--- src/rtl/dmem_port_arbiter_if.sv ---
// Bundle between the pipeline ports (M, F), the dmem port and the arbiter.
// The arbiter connects through the slave modport.
interface dmem_port_arbiter_if #(
  parameter int ADDR_W = 32,
  parameter int DATA_W = 32
);
  logic              m_req;
  logic              m_we;
  logic [ADDR_W-1:0] m_addr;
  logic [DATA_W-1:0] m_wdata;
  logic              m_gnt;
  logic              m_rvalid;
  logic [DATA_W-1:0] m_rdata;
  logic              f_req;
  logic [ADDR_W-1:0] f_addr;
  logic              f_gnt;
  logic              f_rvalid;
  logic [DATA_W-1:0] f_rdata;
  logic              flush;
  logic [ADDR_W-1:0] mem_addr;
  logic [DATA_W-1:0] mem_wr_data;
  logic              mem_wr_enable;
  logic              mem_rd_enable;
  logic [DATA_W-1:0] mem_rd_data;
  logic              mem_rd_ready;
  logic              bus_err;

  modport slave (
    input  m_req, m_we, m_addr, m_wdata,
    input  f_req, f_addr, flush,
    input  mem_rd_data, mem_rd_ready,
    output m_gnt, m_rvalid, m_rdata,
    output f_gnt, f_rvalid, f_rdata,
    output mem_addr, mem_wr_data,
    output mem_wr_enable, mem_rd_enable,
    output bus_err
  );

  modport master (
    output m_req, m_we, m_addr, m_wdata,
    output f_req, f_addr, flush,
    output mem_rd_data, mem_rd_ready,
    input  m_gnt, m_rvalid, m_rdata,
    input  f_gnt, f_rvalid, f_rdata,
    input  mem_addr, mem_wr_data,
    input  mem_wr_enable, mem_rd_enable,
    input  bus_err
  );
endinterface

--- src/rtl/dmem_port_arbiter.sv ---
// Shares the dmem port between memory stage (M) and fetch (F).
// M has priority; F is forced through after STARVE_MAX lost rounds.
module dmem_port_arbiter #(
  parameter int ADDR_W     = 32,
  parameter int DATA_W     = 32,
  parameter int STARVE_MAX = 4,
  parameter int TIMEOUT    = 64
) (
  input logic                clk,
  input logic                reset,
  dmem_port_arbiter_if.slave bus
);

  localparam int SW = $clog2(STARVE_MAX + 1);
  localparam int WW = $clog2(TIMEOUT);

  localparam logic [SW-1:0] S_MAX = SW'(STARVE_MAX);
  localparam logic [SW-1:0] S_ONE = SW'(1);
  localparam logic [WW-1:0] W_END = WW'(TIMEOUT - 1);
  localparam logic [WW-1:0] W_ONE = WW'(1);

  typedef enum logic { IDLE, RD_WAIT } state_t;
  typedef enum logic { OWN_M, OWN_F } owner_t;

  state_t            state_q, state_d;
  owner_t            owner_q, owner_d;
  logic              drop_q, drop_d;
  logic [SW-1:0]     starve_q, starve_d;
  logic [WW-1:0]     wait_q, wait_d;
  logic [ADDR_W-1:0] addr_q, addr_d;
  logic [DATA_W-1:0] wdata_q, wdata_d;
  logic              we_q, we_d;
  logic              re_q, re_d;
  logic              m_gnt_q, m_gnt_d;
  logic              f_gnt_q, f_gnt_d;
  logic              m_rv_q, m_rv_d;
  logic              f_rv_q, f_rv_d;
  logic [DATA_W-1:0] m_rdata_q, m_rdata_d;
  logic [DATA_W-1:0] f_rdata_q, f_rdata_d;
  logic              err_q, err_d;

  logic              m_elig;
  logic              f_elig;
  logic              f_force;
  logic              m_win;
  logic              f_win;
  logic              drop_now;
  logic              done;
  logic [DATA_W-1:0] resp;

  // State register; reset aborts any read in flight.
  always_ff @(posedge clk) begin
    if (reset) begin
      state_q   <= IDLE;
      owner_q   <= OWN_M;
      drop_q    <= 1'b0;
      starve_q  <= '0;
      wait_q    <= '0;
      addr_q    <= '0;
      wdata_q   <= '0;
      we_q      <= 1'b0;
      re_q      <= 1'b0;
      m_gnt_q   <= 1'b0;
      f_gnt_q   <= 1'b0;
      m_rv_q    <= 1'b0;
      f_rv_q    <= 1'b0;
      m_rdata_q <= '0;
      f_rdata_q <= '0;
      err_q     <= 1'b0;
    end else begin
      state_q   <= state_d;
      owner_q   <= owner_d;
      drop_q    <= drop_d;
      starve_q  <= starve_d;
      wait_q    <= wait_d;
      addr_q    <= addr_d;
      wdata_q   <= wdata_d;
      we_q      <= we_d;
      re_q      <= re_d;
      m_gnt_q   <= m_gnt_d;
      f_gnt_q   <= f_gnt_d;
      m_rv_q    <= m_rv_d;
      f_rv_q    <= f_rv_d;
      m_rdata_q <= m_rdata_d;
      f_rdata_q <= f_rdata_d;
      err_q     <= err_d;
    end
  end

  // Arbitration, read tracking and response routing.
  always_comb begin
    state_d   = state_q;
    owner_d   = owner_q;
    drop_d    = drop_q;
    starve_d  = starve_q;
    wait_d    = wait_q;
    addr_d    = addr_q;
    wdata_d   = wdata_q;
    we_d      = 1'b0;
    re_d      = re_q;
    m_gnt_d   = 1'b0;
    f_gnt_d   = 1'b0;
    m_rv_d    = 1'b0;
    f_rv_d    = 1'b0;
    m_rdata_d = m_rdata_q;
    f_rdata_d = f_rdata_q;
    err_d     = 1'b0;

    // A requester still sees its own gnt this cycle: mask it.
    m_elig  = bus.m_req & ~m_gnt_q;
    f_elig  = bus.f_req & ~f_gnt_q & ~bus.flush;
    f_force = f_elig & (starve_q == S_MAX);
    m_win   = m_elig & ~f_force;
    f_win   = f_elig & ~m_win;

    drop_now = drop_q |
               (bus.flush & (owner_q == OWN_F));
    done     = 1'b0;
    resp     = '0;

    unique case (state_q)
      IDLE: begin
        unique case (1'b1)
          m_win: begin
            m_gnt_d = 1'b1;
            addr_d  = bus.m_addr;
            if (f_elig && starve_q != S_MAX)
              starve_d = starve_q + S_ONE;
            if (bus.m_we) begin
              wdata_d = bus.m_wdata;
              we_d    = 1'b1;
            end else begin
              re_d    = 1'b1;
              owner_d = OWN_M;
              wait_d  = '0;
              state_d = RD_WAIT;
            end
          end
          f_win: begin
            f_gnt_d  = 1'b1;
            addr_d   = bus.f_addr;
            starve_d = '0;
            re_d     = 1'b1;
            owner_d  = OWN_F;
            wait_d   = '0;
            state_d  = RD_WAIT;
          end
          default: ;
        endcase
      end
      RD_WAIT: begin
        if (bus.mem_rd_ready) begin
          done = 1'b1;
          resp = bus.mem_rd_data;
        end else if (wait_q == W_END) begin
          done  = 1'b1;
          err_d = 1'b1;
        end else begin
          wait_d = wait_q + W_ONE;
          drop_d = drop_now;
        end
        if (done) begin
          re_d    = 1'b0;
          drop_d  = 1'b0;
          state_d = IDLE;
          if (owner_q == OWN_M) begin
            m_rv_d    = 1'b1;
            m_rdata_d = resp;
          end else if (!drop_now) begin
            f_rv_d    = 1'b1;
            f_rdata_d = resp;
          end
        end
      end
      default: ;
    endcase
  end

  assign bus.m_gnt         = m_gnt_q;
  assign bus.m_rvalid      = m_rv_q;
  assign bus.m_rdata       = m_rdata_q;
  assign bus.f_gnt         = f_gnt_q;
  assign bus.f_rvalid      = f_rv_q;
  assign bus.f_rdata       = f_rdata_q;
  assign bus.mem_addr      = addr_q;
  assign bus.mem_wr_data   = wdata_q;
  assign bus.mem_wr_enable = we_q;
  assign bus.mem_rd_enable = re_q;
  assign bus.bus_err       = err_q;

endmodule

--- src/flat_wrapper.sv ---
// flat-port wrapper written by rule: the top's interface ports become plain ports
module dmem_port_arbiter_flat 
#(
  parameter int ADDR_W     = 32,
  parameter int DATA_W     = 32,
  parameter int STARVE_MAX = 4,
  parameter int TIMEOUT    = 64
)
  (clk, reset, bus_m_req, bus_m_we, bus_m_addr, bus_m_wdata, bus_f_req, bus_f_addr, bus_flush, bus_mem_rd_data, bus_mem_rd_ready, bus_m_gnt, bus_m_rvalid, bus_m_rdata, bus_f_gnt, bus_f_rvalid, bus_f_rdata, bus_mem_addr, bus_mem_wr_data, bus_mem_wr_enable, bus_mem_rd_enable, bus_bus_err);
  dmem_port_arbiter_if #(.ADDR_W(ADDR_W), .DATA_W(DATA_W)) bus_i ();
  input logic clk;
  input logic reset;
  input wire logic [$bits(bus_i.m_req)-1:0] bus_m_req;
  input wire logic [$bits(bus_i.m_we)-1:0] bus_m_we;
  input wire logic [$bits(bus_i.m_addr)-1:0] bus_m_addr;
  input wire logic [$bits(bus_i.m_wdata)-1:0] bus_m_wdata;
  input wire logic [$bits(bus_i.f_req)-1:0] bus_f_req;
  input wire logic [$bits(bus_i.f_addr)-1:0] bus_f_addr;
  input wire logic [$bits(bus_i.flush)-1:0] bus_flush;
  input wire logic [$bits(bus_i.mem_rd_data)-1:0] bus_mem_rd_data;
  input wire logic [$bits(bus_i.mem_rd_ready)-1:0] bus_mem_rd_ready;
  output wire logic [$bits(bus_i.m_gnt)-1:0] bus_m_gnt;
  output wire logic [$bits(bus_i.m_rvalid)-1:0] bus_m_rvalid;
  output wire logic [$bits(bus_i.m_rdata)-1:0] bus_m_rdata;
  output wire logic [$bits(bus_i.f_gnt)-1:0] bus_f_gnt;
  output wire logic [$bits(bus_i.f_rvalid)-1:0] bus_f_rvalid;
  output wire logic [$bits(bus_i.f_rdata)-1:0] bus_f_rdata;
  output wire logic [$bits(bus_i.mem_addr)-1:0] bus_mem_addr;
  output wire logic [$bits(bus_i.mem_wr_data)-1:0] bus_mem_wr_data;
  output wire logic [$bits(bus_i.mem_wr_enable)-1:0] bus_mem_wr_enable;
  output wire logic [$bits(bus_i.mem_rd_enable)-1:0] bus_mem_rd_enable;
  output wire logic [$bits(bus_i.bus_err)-1:0] bus_bus_err;
  assign bus_i.m_req = bus_m_req;
  assign bus_i.m_we = bus_m_we;
  assign bus_i.m_addr = bus_m_addr;
  assign bus_i.m_wdata = bus_m_wdata;
  assign bus_i.f_req = bus_f_req;
  assign bus_i.f_addr = bus_f_addr;
  assign bus_i.flush = bus_flush;
  assign bus_i.mem_rd_data = bus_mem_rd_data;
  assign bus_i.mem_rd_ready = bus_mem_rd_ready;
  assign bus_m_gnt = bus_i.m_gnt;
  assign bus_m_rvalid = bus_i.m_rvalid;
  assign bus_m_rdata = bus_i.m_rdata;
  assign bus_f_gnt = bus_i.f_gnt;
  assign bus_f_rvalid = bus_i.f_rvalid;
  assign bus_f_rdata = bus_i.f_rdata;
  assign bus_mem_addr = bus_i.mem_addr;
  assign bus_mem_wr_data = bus_i.mem_wr_data;
  assign bus_mem_wr_enable = bus_i.mem_wr_enable;
  assign bus_mem_rd_enable = bus_i.mem_rd_enable;
  assign bus_bus_err = bus_i.bus_err;
  dmem_port_arbiter #(.ADDR_W(ADDR_W), .DATA_W(DATA_W), .STARVE_MAX(STARVE_MAX), .TIMEOUT(TIMEOUT)) u_core (.clk(clk), .reset(reset), .bus(bus_i));
endmodule
--- config.mk ---
export PLATFORM = sky130hd
export DESIGN_NAME = dmem_port_arbiter_flat
export DESIGN_NICKNAME = d
export VERILOG_FILES = /design/src/rtl/dmem_port_arbiter_if.sv /design/src/rtl/dmem_port_arbiter.sv /design/src/flat_wrapper.sv
export SDC_FILE = /design/constraint.sdc
export NUM_CORES = 1
export LEC_CHECK = 0
export ABC_CLOCK_PERIOD_IN_PS = 2000
export CORE_UTILIZATION = 42
export DETAILED_ROUTE_END_ITERATION = 8
export GPL_TIMING_DRIVEN = 0
export PLACE_DENSITY = 0.83
export SYNTH_ARGS = -nofsm -noshare
export SYNTH_HDL_FRONTEND = slang
export SYNTH_SLANG_ARGS = --single-unit
--- constraint.sdc ---
create_clock -name clk -period 2 [get_ports clk]
set_input_delay 0.4 -clock clk [delete_from_list [all_inputs] [get_ports clk]]
set_output_delay 0.4 -clock clk [all_outputs]
set_load 0.01 [all_outputs]
; Word-level counts from Yosys, hierarchy flattened
; Cells that the tools add are included.
[word_totals]
ff_bits = 147
latchBits = 0
ram_bits = 0
rom_bits = 0
input_bits = 135
output_inout_bits = 135
wordCells = 93
memories = 0
[op_classes]
addsub = 2
multipliers = 0
n_div = 0
order_cmp = 0
eq_ne = 12
shift = 0
muxes = 30
n_bitwise = 17
reduce_logical = 16
[op_table]
columns = op, count
row1 = one-hot mux 32 bit (2 select lines), 1
row2 = two-way mux 32 bit, 1
row3 = one-hot mux 6 bit (2 select lines), 2
row4 = two-way mux 6 bit, 3
row5 = AND reduction 3 bit, 6
row6 = two-way mux 1 bit, 16
row7 = "!= test 2 bit, second input constant", 6
row8 = one-hot mux 1 bit (2 select lines), 5
row9 = inverter 1 bit, 9
row10 = OR reduction 3 bit, 3
row11 = AND reduction 4 bit, 2
row12 = bitwise AND 1 bit, 7
row13 = "adder 6 x 1 -> 6 bit, second input constant", 1
row14 = "== test 6 bit, second input constant", 1
row15 = "!= test 3 bit, second input constant", 2
row16 = one-hot mux 3 bit (2 select lines), 1
row17 = OR reduction 4 bit, 1
row18 = "adder 3 x 1 -> 3 bit, second input constant", 1
row19 = "== test 3 bit, second input constant", 1
row20 = two-way mux 3 bit, 1
row21 = "!= test 3 x 1 -> 1 bit, second input constant", 1
row22 = "!= test 2 x 1 -> 1 bit, second input constant", 1
row23 = AND reduction 2 bit, 1
row24 = nonzero test 2 bit, 1
row25 = other kinds (3), 3

; Longest topological paths before layout
[depth]
word_depth = 10
ltp_mapped = 8
depth_no_buf = 6

; Worst setup path before layout
; OpenSTA, ideal clock, no wires.
[synth_timing]
path_type = input to register
startpoint = input port bus_flush
endpoint = register u_core.addr_q[10], in the netlist u_core.bus.mem_addr[10]
arrival_time_ns = 1.566
path_slack_ns = 0.277
stages = 7
n_path_buf = 3
cell_sequence = or3b_1 > buf_6 > a21o_1 > buf_6 > buf_4 > o22ai_1 > a2111oi_2
[synth_via]
elab_chain_cells = 9
elab_cells_between_ends = 10
cone_classes = 1 x mux / 7 x bitwise / 2 x reduce/logical
[synth_lines]
columns = item, line
row1 = from (decl), flat_wrapper.sv:19  ; input wire logic [$bits(bus_i.flush)-1:0] bus_flush;
row2 = inverter 1 bit *, dmem_port_arbiter.sv:111  ; f_elig = bus.f_req & ~f_gnt_q & ~bus.flush;
row3 = bitwise AND 1 bit *, dmem_port_arbiter.sv:111
row4 = bitwise AND 1 bit, dmem_port_arbiter.sv:112  ; f_force = f_elig & (starve_q == S_MAX);
row5 = inverter 1 bit, dmem_port_arbiter.sv:113  ; m_win = m_elig & ~f_force;
row6 = bitwise AND 1 bit, dmem_port_arbiter.sv:113
row7 = inverter 1 bit, dmem_port_arbiter.sv:114  ; f_win = f_elig & ~m_win;
row8 = bitwise AND 1 bit, dmem_port_arbiter.sv:114
row9 = nonzero test 2 bit (no line), --
row10 = AND reduction 2 bit (no line), --
row11 = to (signal assigned), dmem_port_arbiter.sv:76  ; addr_q <= addr_d;
row12 = to (decl), dmem_port_arbiter.sv:30  ; logic [ADDR_W-1:0] addr_q, addr_d;
; Every way passes the cells marked *; elsewhere a longest branch is shown, timed or not.
; A chain may end at the register's enable or synchronous reset.

; Worst setup path after layout
[layout_timing]
startpoint = input port bus_flush
endpoint = register u_core.addr_q[16], in the netlist u_core.bus.mem_addr[16]
; Same word-level chain as after synthesis.

==> flow_summary.ini <==
[synth]
synth_most_common_cell = dfxtp_1
synth_commonest_cells = dfxtp_1 (147), nand2_1 (107), nor2_1 (71)
synth_seq_cells = 147
yosysTopAreaCellShare_pct = 48.3
syn_area_mm2 = 0.00610
yosysWarnings = 0
ys_seq_area_share_pct = 48.3
syn-instance-count = 639
synth_cell_types = 44
syn_nets = 777
yosysTopAreaCell = dfxtp_1
postSynth.asyncResetShare_pct = 0
synth-edff-count = 0
netlist_top_cells_area = dfxtp_1 (48%), a2111oi_2 (7.4%), nand2_1 (6.6%)
synth-main-ff-cell = dfxtp_1
syn_area_per_cell_um2 = 9.54

[worst_setup_path]
cpMaxStageDelayCell = clkdlybuf4s50_1
cp.arrival_ns = 2.18
worstPathMaxFanout = 10
rr_startpoint = u_core.wait_q[0]$_SDFFE_PP0P_
critical_path_class = input pin to flop
ff2ff_path_depth = 6
cp_slowest_stage_delay_ns = 0.47
path_common_cell = buf_6
crit_buf_inv = 4
start_kind = input pin
timing.rr.end = u_core.bus.f_rdata[11]$_SDFFE_PP0P_
critical_path.cell_chain = clkdlybuf4s50_1, or3b_1, buf_6, a21o_1, buf_6, buf_4, o22ai_1, a2111oi_2
crit_required_ns = 2.26
path_delay_family = buffers and inverters
r2r_slack_ns = 0.11
endpoint_kind = flop
startpoint = bus_flush

[sta]
setup_viol = 0
finalHoldViolCount = 0
setup_slack_ns = 0.0809
period_needed_ns = 1.92
relSlewSlack_pct = 49.6
finalClockSkew_ns = 0.0123
rsz0062_at_grt = yes
tightest_slew_ns = 0.756
maxSlewViolCount = 0
fin_crit_sh_pct = 96.0
fmax_mhz = 521
holdWs_ns = 0.453
tns_ns = 0

[cells_and_area]
diodes = 0
drive_gt1_share_pct = 10.2
num-nets-final = 1064
synthToLayoutAreaGrowth_pct = 57.2
num-fill-cells = 1113
fin_util_pct = 68.3

[placed_design]
port_buffers = 268
place_congestion = 0.797
post-place-ws_ns = -0.358
hpwl_um = 13700

[clock_network]
tritoncts = built
clk_pin_slew_worst_paths_ns = 0.06
clk_latency_ns = 0.42
cts_root_buffer = clkbuf_16
cts_made_buffers = 17
cts_hold_buf = 0
cts_buffer_depth = 2
htree_levels = 4
cts_sinks = 147

[floorplan]
num_rows = 43
die_w_um = 122
ios = 270
dieHeight_um = 122
core_area_mm2 = 0.0140
dieArea_mm2 = 0.0150
initial_utilization_pct = 43.4

[global_routing]
grt_pass1_wl_um = 28200
track_usage_pct = 24.2
antenna_found_initial = 0
grt_pass1_vias = 5724
grt_overflow_total = 0
grt_max_degree = 17

[route]
drc = 0
viasPerCell = 5.25
firstDrtPassIters = 4
routedWlPerCell_um = 16.6
finalWirelength_um = 18600
detail_route.iter0.violations = 203
final_antenna_net_count = 0
num_vias = 5875

[worst_hold_path]
min_to = u_core.bus.mem_wr_data[22]$_SDFFE_PP0P_
hp-class = flop to flop
min_from = u_core.bus.mem_wr_data[22]$_SDFFE_PP0P_
holdPathStages = 2

[power]
powerDensity_mw_per_mm2 = 780
p_leak_nw = 3.35
peakVddDrop_v = 0.000623

[run]
max-cap-violations = 0

[status]
status = finished clean
through the flow:
step                      std cells  power (W)  area [µm²]
final                          1119    0.00748        9590
after floorplan                 639    0.00384        6100
after global routing           1119    0.00778        9590
after global placement         1087    0.00451        9000
after detailed placement       1087    0.00453        9000
after CTS                      1119    0.00755        9570
routing by layer:
metal	vias to the layer above	GRT usage (%)	part of all wire, %
li1	2868	-	-
met1	2780	27.3	41
met2	204	42.5	49
met3	23	8.27	8.4
met4	0	8.16	1.7
met5	-	0	0
kinds of logic (layout without fill, tap and decap cells):
group | count (synthesis) | in the layout | share of synthesized area (%)
AOI/OAI and AO/OA | 157 | 157 | 22.5
buffers and inverters | 59 | 359 | 5.50
and+or+nand+nor | 240 | 240 | 17.7
DFF | 147 | 147 | 48.3
adders and majority gates | 3 | 3 | 0.616
muxes | 33 | 33 | 5.42
worst min-delay path, cell delays in order, from the launching register on:
cell     delay, ns
dfxtp_1       0.31
nand2_1       0.05
a21oi_1       0.05
timing repair:
action / 4_1_cts / 5_1_grt
gates resized for setup: 0 / 14
setup endpoints to repair: 0 / 80
buffers inserted: 0 / 0
final cells by class:
class / instances / area [µm²] / area share (%)
Buffer: 55 / 329 / 3.43
Clock buffer: 19 / 433 / 4.52
Clock inverter: 13 / 128 / 1.33
Inverter: 4 / 15.0 / 0.157
Multi-Input combinational cell: 433 / 2830 / 29.5
Sequential cell: 147 / 2940 / 30.7
Tap cell: 180 / 225 / 2.35
Timing Repair Buffer: 268 / 2680 / 28.0
state kept, by name (all words and copies together), names as in the netlist:
register / cells
u_core.bus.f_rdata: 32
u_core.bus.m_rdata: 32
u_core.bus.mem_addr: 32
u_core.bus.mem_wr_data: 32
u_core.wait_q: 6
u_core.starve_q: 3
u_core.bus.bus_err: 1
u_core.bus.f_gnt: 1
u_core.bus.f_rvalid: 1
u_core.bus.m_gnt: 1
u_core.bus.m_rvalid: 1
u_core.bus.mem_rd_enable: 1
u_core.bus.mem_wr_enable: 1
u_core.drop_q: 1
u_core.owner_q: 1
u_core.state_q: 1
report_power, final:
part | switching, W | leakage [nW] | internal [W]
Clock | 0.00128 | 0.265 | 0.00173
Sequential | 0.0000747 | 1.20 | 0.00306
Combinational | 0.000625 | 1.89 | 0.000709
Total | 0.00198 | 3.35 | 0.00550
layout by cell type (no fill, tap or decap), types with 2 or more instances in the layout:
| cell type | Yosys | final |
|---|---|---|
| nor4_1 | 2 | 2 |
| clkinvlp_4 | 0 | 3 |
| nor3_1 | 3 | 3 |
| inv_1 | 4 | 4 |
| o31ai_1 | 2 | 2 |
| o22ai_1 | 32 | 32 |
| a21oi_1 | 39 | 38 |
| a21oi_4 | 2 | 2 |
| ha_1 | 3 | 3 |
| buf_2 | 4 | 3 |
| nand2b_1 | 38 | 38 |
| clkbuf_16 | 0 | 17 |
| buf_6 | 10 | 10 |
| o21ai_0 | 2 | 2 |
| a311oi_1 | 3 | 3 |
| clkinv_4 | 0 | 4 |
| buf_4 | 9 | 9 |
| nand3_1 | 3 | 3 |
| nor2_1 | 71 | 71 |
| dfxtp_1 | 147 | 147 |
| clkdlybuf4s50_1 | 0 | 268 |
| mux2i_1 | 33 | 33 |
| clkbuf_2 | 0 | 5 |
| a2111oi_2 | 30 | 30 |
| a31oi_1 | 3 | 3 |
| nor2b_1 | 4 | 4 |
| nand2_1 | 107 | 107 |
| a32o_1 | 32 | 32 |
| o21a_1 | 2 | 2 |
| nand3b_1 | 4 | 4 |
| inv_6 | 0 | 4 |
| clkbuf_1 | 31 | 28 |
| a2111oi_0 | 2 | 2 |
worst max path at each step:
stage,endpoint,cells after the start
finish,u_core.bus.mem_addr[16]$_SDFFE_PP0P_,8
global placement,u_core.bus.mem_addr[19]$_SDFFE_PP0P_,8
detailed placement,u_core.bus.mem_addr[16]$_SDFFE_PP0P_,8
global route,u_core.bus.mem_addr[25]$_SDFFE_PP0P_,7
CTS,u_core.bus.f_rdata[30]$_SDFFE_PP0P_,6
floorplan,u_core.bus.mem_addr[10]$_SDFFE_PP0P_,7
Note: power is estimated with default switching activity, not from simulation.
